===== src/rtl/feature_loader.sv =====
// Streams one log-mel spectrogram (frame-major, bin-minor) into one of two
// ping-pong feature banks, quantising each IN_W sample to signed DATA_W with
// round-half-up and saturation. Write address comes from a running counter.
module feature_loader #(
  parameter int unsigned N_FRAMES = 49,
  parameter int unsigned N_BINS   = 40,
  parameter int unsigned IN_W     = 16,
  parameter int unsigned DATA_W   = 8,
  parameter int unsigned ADDR_W   = 14
) (
  input  logic              clk,
  input  logic              rst_n,
  input  logic              start_i,
  input  logic              buf_sel_i,
  input  logic              abort_i,
  input  logic [3:0]        quant_shift_i,
  input  logic              s_valid_i,
  output logic              s_ready_o,
  input  logic [IN_W-1:0]   s_data_i,
  input  logic              s_last_i,
  output logic              a_we_o,
  output logic [ADDR_W-1:0] a_waddr_o,
  output logic [DATA_W-1:0] a_wdata_o,
  output logic              b_we_o,
  output logic [ADDR_W-1:0] b_waddr_o,
  output logic [DATA_W-1:0] b_wdata_o,
  output logic              busy_o,
  output logic              done_o,
  output logic              err_o
);

  localparam int unsigned BinW   = (N_BINS > 1) ? $clog2(N_BINS) : 1;
  localparam int unsigned FrameW = (N_FRAMES > 1) ? $clog2(N_FRAMES + 1) : 1;

  localparam logic [BinW-1:0]   LastBin   = BinW'(N_BINS - 1);
  localparam logic [FrameW-1:0] LastFrame = FrameW'(N_FRAMES - 1);

  // Saturation bounds expressed at the widened sum width.
  localparam logic signed [IN_W:0] SatMax = (IN_W + 1)'((1 << (DATA_W - 1)) - 1);
  localparam logic signed [IN_W:0] SatMin = ~SatMax;

  typedef enum logic [1:0] {StIdle, StLoad, StDone} state_e;

  state_e              state_q, state_d;
  logic [BinW-1:0]     bin_q, bin_d;
  logic [FrameW-1:0]   frame_q, frame_d;
  logic [ADDR_W-1:0]   addr_q, addr_d;
  logic                sel_q, sel_d;
  logic [3:0]          shift_q, shift_d;
  logic                err_q, err_d;
  logic                we_q, we_d;
  logic [ADDR_W-1:0]   waddr_q, waddr_d;
  logic [DATA_W-1:0]   wdata_q, wdata_d;

  logic                xfer;
  logic                last_bin;
  logic                last_frame;
  logic signed [IN_W:0] q_round;
  logic signed [IN_W:0] q_sum;
  logic signed [IN_W:0] q_shr;
  logic [DATA_W-1:0]   q_data;

  assign s_ready_o  = (state_q == StLoad);
  assign xfer       = s_ready_o && s_valid_i;
  assign last_bin   = (bin_q == LastBin);
  assign last_frame = (frame_q == LastFrame);

  assign busy_o    = (state_q != StIdle);
  assign done_o    = (state_q == StDone);
  assign err_o     = err_q;
  // Both banks share the registered address/data; only the enables are steered.
  assign a_we_o    = we_q & ~sel_q;
  assign b_we_o    = we_q & sel_q;
  assign a_waddr_o = waddr_q;
  assign b_waddr_o = waddr_q;
  assign a_wdata_o = wdata_q;
  assign b_wdata_o = wdata_q;

  // Quantise the incoming sample: round-half-up, arithmetic shift, saturate.
  always_comb begin
    q_round = '0;
    if (shift_q != 4'd0) begin
      q_round = (IN_W + 1)'(1) << (shift_q - 4'd1);
    end
    // One extra bit of headroom so the rounding add never overflows.
    q_sum = $signed({s_data_i[IN_W-1], s_data_i}) + q_round;
    q_shr = q_sum >>> shift_q;
    if (q_shr > SatMax) begin
      q_data = SatMax[DATA_W-1:0];
    end else if (q_shr < SatMin) begin
      q_data = SatMin[DATA_W-1:0];
    end else begin
      q_data = q_shr[DATA_W-1:0];
    end
  end

  // Next-state: FSM, counters, latched config and the registered write port.
  always_comb begin
    state_d = state_q;
    bin_d   = bin_q;
    frame_d = frame_q;
    addr_d  = addr_q;
    sel_d   = sel_q;
    shift_d = shift_q;
    err_d   = err_q;
    we_d    = 1'b0;
    waddr_d = waddr_q;
    wdata_d = wdata_q;

    unique case (state_q)
      StIdle: begin
        if (start_i) begin
          sel_d   = buf_sel_i;
          shift_d = quant_shift_i;
          bin_d   = '0;
          frame_d = '0;
          addr_d  = '0;
          err_d   = 1'b0;
          state_d = StLoad;
        end
      end
      StLoad: begin
        if (xfer) begin
          we_d    = 1'b1;
          waddr_d = addr_q;
          wdata_d = q_data;
          addr_d  = addr_q + ADDR_W'(1);
          // s_last only checks framing; it never steers the counters.
          if (s_last_i != last_bin) begin
            err_d = 1'b1;
          end
          if (last_bin) begin
            bin_d   = '0;
            frame_d = frame_q + FrameW'(1);
          end else begin
            bin_d = bin_q + BinW'(1);
          end
        end
        // Abort wins over completion; a same-cycle write still goes out.
        if (abort_i) begin
          state_d = StIdle;
        end else if (xfer && last_bin && last_frame) begin
          state_d = StDone;
        end
      end
      StDone: begin
        state_d = StIdle;
      end
      default: begin
        state_d = StIdle;
      end
    endcase
  end

  // State and datapath registers with asynchronous active-low reset.
  always_ff @(posedge clk or negedge rst_n) begin
    if (!rst_n) begin
      state_q <= StIdle;
      bin_q   <= '0;
      frame_q <= '0;
      addr_q  <= '0;
      sel_q   <= 1'b0;
      shift_q <= 4'd0;
      err_q   <= 1'b0;
      we_q    <= 1'b0;
      waddr_q <= '0;
      wdata_q <= '0;
    end else begin
      state_q <= state_d;
      bin_q   <= bin_d;
      frame_q <= frame_d;
      addr_q  <= addr_d;
      sel_q   <= sel_d;
      shift_q <= shift_d;
      err_q   <= err_d;
      we_q    <= we_d;
      waddr_q <= waddr_d;
      wdata_q <= wdata_d;
    end
  end

endmodule


===== config.mk =====
export PLATFORM = sky130hd
export DESIGN_NAME = feature_loader
export DESIGN_NICKNAME = d
export VERILOG_FILES = /design/src/rtl/feature_loader.sv
export SDC_FILE = /design/constraint.sdc
export NUM_CORES = 1
export LEC_CHECK = 0
export ABC_AREA = 1
export CAP_MARGIN = 20
export CORE_ASPECT_RATIO = 0.5
export CORE_UTILIZATION = 31
export CTS_BUF_LIST = sky130_fd_sc_hd__clkbuf_4
export CTS_CLUSTER_SIZE = 10
export DETAILED_ROUTE_END_ITERATION = 8
export GPL_TIMING_DRIVEN = 0
export PLACE_DENSITY = 0.49
export SLEW_MARGIN = 20
export SYNTH_ARGS = -nofsm -noshare
export SYNTH_HDL_FRONTEND = slang
export SYNTH_SLANG_ARGS = --single-unit
export TNS_END_PERCENT = 20

===== constraint.sdc =====
create_clock -name clk -period 3.4 [get_ports clk]
set_input_delay 0.34 -clock clk [delete_from_list [all_inputs] [get_ports clk]]
set_output_delay 0.34 -clock clk [all_outputs]
set_load 0.02 [all_outputs]

### After elaboration in Yosys (flattened, before gate mapping)

Cells that the tools add are included.

* flip-flop bits (word level): 57
* latch bits: 0
* bits in writable memories: 0
* memory bits (read-only): 0
* input bits: 27
* output and inout bits: 50
* memories: 0

* $add $sub $neg: 5
* multiply operators: 0
* divide/modulo/power cells: 0
* $lt $le $gt $ge: 2
* equality and inequality tests: 10
* shift operators: 2
* mux-type cells: 23
* bitwise logic cells: 3
* reductions and logical operators: 13

Operators with widths (count)
* $mux 6: 5
* $mux 14: 2
* $pmux 14 s2: 1
* $pmux 6 s2: 2
* $add 16x17->17: 1
* $gt 17x8->1 const B: 1
* $lt 17x8->1 const B: 1
* $mux 17: 1
* $shl 1x4->17 const A: 1
* $sshr 17x4->17: 1
* $mux 8: 2
* $add 14x1->14 const B: 1
* $add 6x1->6 const B: 2
* $eq 6x6->1 const B: 2
* $reduce_and 4->1: 2
* $mux 2: 3
* $ne 2x1->1 const B: 3
* $reduce_and 2->1: 3
* $mux 1: 5
* $pmux 2 s2: 1
* $reduce_bool 2->1: 2
* $reduce_bool 4->1: 1
* $sub 4x1->4 const B: 1
* $logic_and 1x1->1: 3
* 10 further kinds: 11

### Longest topological paths before layout

* word-level depth: 8
* mapped depth: 28
* mapped depth without buffers: 26

### Least setup slack after synthesis

OpenSTA, ideal clock, no wires.

* path type: register -> register
* from: register shift_q[0]
* to: register wdata_q[0], in the netlist a_wdata_o[0]
* setup time: 126 ps
* data arrival time: 3148 ps
* slack: 126 ps
* stages on the path, launching flop included: 26
* path buffers: 3
* clock period less this slack: 3274 ps
* cell sequence: dfrtp_1 clkbuf_1 inv_1 clkbuf_1 clkbuf_1 nand2_1 nor2_1 ha_1 nand2_1 inv_1 nand2_1 nand2_1 a21oi_1 nand2_1 nand2_1 nand3_1 nand3_1 nand3_1 nand2_2 nand2_1 nand2_1 nand2_1 nor2_1 nand2_1 a21oi_4 a21oi_1

* cells in the longest elaborated chain, start to end: 8
* elaborated cells between the ends (all ways): 10
* those cells by class: add/sub: 2; order compare: 2; shift: 2; mux: 3; reduce/logical: 1

Ends and longest elaborated chain
* start: declaration: line 49 `logic [3:0] shift_q, shift_d;`
* start signal: assignment: line 174 `shift_q <= shift_d;`
* $sub 4x1->4: line 83 `q_round = (IN_W + 1)'(1) << (shift_q - 4'd1);`
* $shl 1x4->17: line 83
* $mux 17: line 82 `if (shift_q != 4'd0) begin`
* $add 16x17->17: line 86 `q_sum = $signed({s_data_i[IN_W-1], s_data_i}) + q_round;`
* $sshr 17x4->17 (*): line 87 `q_shr = q_sum >>> shift_q;`
* $lt 17x8->1: line 90 `end else if (q_shr < SatMin) begin`
* $mux 8: line 90
* $mux 8 (*): line 88 `if (q_shr > SatMax) begin`
* end signal: assignment: line 178 `wdata_q <= wdata_d;`
* end: declaration: line 53 `logic [DATA_W-1:0] wdata_q, wdata_d;`

Mark *: on every way between the ends. The rest lies on a longest branch, timed or not.
A chain may end at the register's enable or synchronous reset.

### Worst setup path after layout

* from: register shift_q[0]
* to: register wdata_q[2], in the netlist a_wdata_o[2]

The elaborated chain is that of the path after synthesis.

==> flow_metrics.env <==
export IMPL_status="finished, final reports clean"
export IMPL_pre_cts_ws_ns=-0.768
export IMPL_ys_seq_elements=57
export IMPL_async_flop_share=1.00
export IMPL_power_uw=3130
export IMPL_synth_top_family_by_area="simple AND/OR/NAND/NOR gates"
export IMPL_fin_skew_ns=0.0252
export IMPL_reg2regPathDepth=26
export IMPL_first_global_vias=4418
export IMPL_yosys_area_share_simple=0.363
export IMPL_critical_path_class="reg -> reg"
export IMPL_finalCritPeriodShare=0.940
export IMPL_synth_compound_area_frac=0.116
export IMPL_synthToLayoutAreaGrowth_pct=41.0
export IMPL_cts_buffer_depth=2
export IMPL_synth_edff_count=0
export IMPL_first_iter_violations=204
export IMPL_ir_drop_mv=0.217
export IMPL_drcViolationCount=0
export IMPL_max_clock_freq_mhz=313
export IMPL_io_buffers=76
export IMPL_p_leak_uw=0.00308
export IMPL_ioPinCount=77
export IMPL_fill_cells=1479
export IMPL_synth_fa_ha_area_frac=0.0590
export IMPL_yosysUniqueCellTypes=42
export IMPL_die_h_um=88.0
export IMPL_ys_flop_type="dfrtp_1"
export IMPL_die_area_sq_mm=0.0153
export IMPL_grt_overflow_total=0
export IMPL_drive_above_1_share=0.227
export IMPL_antenna_found_initial=0
export IMPL_initial_core_util=0.328
export IMPL_muxShareOfSynthArea=0
export IMPL_dp_hpwl_mm=9.97
export IMPL_slew_headroom=0.663
export IMPL_hold_viol=0
export IMPL_hold_class="in -> async"
export IMPL_synth_top_area_frac=0.311
export IMPL_multi_input_area_sq_mm=0.00296
export IMPL_nets=861
export IMPL_worst_setup_path_end_kind="register"
export IMPL_drt_total_wl_mm=13.3
export IMPL_grt_pass1_wl_mm=21.1
export IMPL_power_per_cell_area_mw_per_mm2=485
export IMPL_crit_path_max_incr_delay_ns=0.47
export IMPL_cp_slowest_cell="dfrtp_2"
export IMPL_wire_per_inst_um=13.2
export IMPL_core_sq_mm=0.0140
export IMPL_synth_xor_area_frac=0.0153
export IMPL_crit_path_start_kind="register"
export IMPL_setup_viol=0
export IMPL_avgSynthCellArea_sq_um=6.50
export IMPL_yosysWarnings=0
export IMPL_seq_area_frac_synth=0.311
export IMPL_cts_buffers=9
export IMPL_place_congestion=0.841
export IMPL_tightest_slew_ns=0.505
export IMPL_drv_cap=0
export IMPL_grt_max_degree=38
export IMPL_crit_fanout=7
export IMPL_diodes=0
export IMPL_worstSkewPairLatency_ns=0.42
export IMPL_clk_pin_slew_ns=0.12
export IMPL_rows=30
export IMPL_drtPass1Iterations=4
export IMPL_synth_nets=753
export IMPL_via_per_inst=4.68
export IMPL_grtUsageTotal=0.172
export IMPL_crit_arrival_ns=3.50
export IMPL_vias=4723
export IMPL_fin_crit_ns=3.20
export IMPL_finalMaxSlewViolations=0
export IMPL_layout_setup_ws_ns=0.203
export IMPL_path_common_cell="nand2_1"
export IMPL_htree_levels=3
export IMPL_syn_area_sq_mm=0.00458
export IMPL_clock_sinks=57
export IMPL_ant_nets=0
export IMPL_critPathRequiredTime_ns=3.70
export IMPL_syn_instance_count=705
export IMPL_synth_area_leaders="dfrtp_1, nand2_1, nand3_1"
export IMPL_ctsRootBufferMaster="clkbuf_4"
export IMPL_cts_tree="yes"
export IMPL_die_w_um=174
export IMPL_final_seq_area_sq_mm=0.00143
export IMPL_synth_top_cell_by_area="dfrtp_1"
[cell families (layout without fill, tap and decap cells)]
family,count (synthesis),count (layout)
other cells,1,1
flops,57,57
xor+xnor,8,8
compound gates,95,95
simple gates,383,383
buf+inv,140,253
fa+ha+maj,21,21
[Yosys cell counts, drive strengths merged (5+ instances only)]
cell and instances:
or2 9, nand2 216, nor3 11, o21ai 39, a21oi 39, dfrtp 57, o221ai 5, buf 25
xnor2 5, nand3 85, inv 101, clkbuf 13, ha 20, nor2 53
[cell type report]
type	count	area share
inverter	102	0.0608
multi-input combinational	508	0.459
clock buffer	9	0.0105
clock inverter	7	0.0159
tap	192	0.0372
timing repair buffer	100	0.154
buffer	35	0.0413
sequential	57	0.221
[worst max-delay path, delay by kind of cell, from the launching register on]
family / cells / cell delay [ns]
AOI/OAI and AO/OA: 2 / 0.20
DFF: 1 / 0.47
and+or+nand+nor: 18 / 1.43
buffers and inverters: 4 / 0.44
adders and majority gates: 2 / 0.55
[report_power, final]
part,internal (uW),switching [uW]
Clock,305,296
Combinational,725,951
Sequential,771,84.4
[registers in the layout, indices dropped and copies added (netlist names)]
name and cells:
addr_q 14, bin_q 6, we_q 1, sel_q 1, state_q 2, frame_q 6, err_o 1, shift_q 4
a_waddr_o 14, a_wdata_o 8
[final timing paths]
kind | start | end | slack (ns)
worst max-delay path | shift_q[0] | a_wdata_o[2] | 0.20
max in group asynchronous | rst_n | shift_q[1] | 2.54
min in group clk | buf_sel_i | sel_q | 0.47
worst min register to register | bin_q[5] | bin_q[5] | 0.48
worst max register to register | shift_q[0] | a_wdata_o[2] | 0.20
worst min-delay path | rst_n | a_wdata_o[5] | 0.35
[metrics by stage]
| step | cell area, sq um | instances | utilization | setup TNS [ns] | hold WS [ns] |
|---|---|---|---|---|---|
| 2_1_floorplan | 4580 | 705 | - | 0 | 0.0444 |
| 3_3_place_gp | 5580 | 973 | 0.400 | -5.32 | 0.458 |
| 3_5_place_dp | 5600 | 974 | 0.401 | -5.24 | 0.256 |
| 4_1_cts | 5920 | 994 | 0.424 | 0 | 0.330 |
| 5_1_grt | 6460 | 1010 | 0.463 | -0.248 | 0.361 |
| 6_report | 6460 | 1010 | 0.463 | 0 | 0.345 |
[what timing repair did]
action                     CTS  global route
hold buffers                 1             0
hold endpoints to repair    20             0
setup buffers                4            17
setup endpoints to repair    8             7
pin swaps                    3            13
gates cloned                 0             1
gates resized for setup     39            97
[layer usage]
metal | part of all wire | vias up | track usage | routed length (um)
li1 | - | 2462 | - | -
met1 | 0.50 | 2182 | 0.220 | 6600
met2 | 0.46 | 69 | 0.308 | 6180
met3 | 0.030 | 10 | 0.0299 | 395
met4 | 0.0091 | 0 | 0.0391 | 121
met5 | 0 | - | 0 | 0
[layout by cell type, fill, tap and decap left out, types with 4 or more instances in the layout]
master             n
nand4_1            4
nor2_1            33
xnor2_1            5
clkbuf_4           9
clkbuf_1           7
ha_1               8
a21oi_2           12
nand3_2           12
o221ai_1           5
nand2_4            6
nand2_1          184
ha_4              11
nor2_2            12
buf_4             43
clkdlybuf4s50_1   75
nor2_4             8
inv_4              4
nand2_2           25
nand3_1           73
or2_2              7
nor3_1             8
a21oi_1           26
inv_2              9
o21ai_0           37
dfrtp_1           54
inv_1             88
a31oi_1            4
No activity file was read; power rests on OpenSTA's default activity.
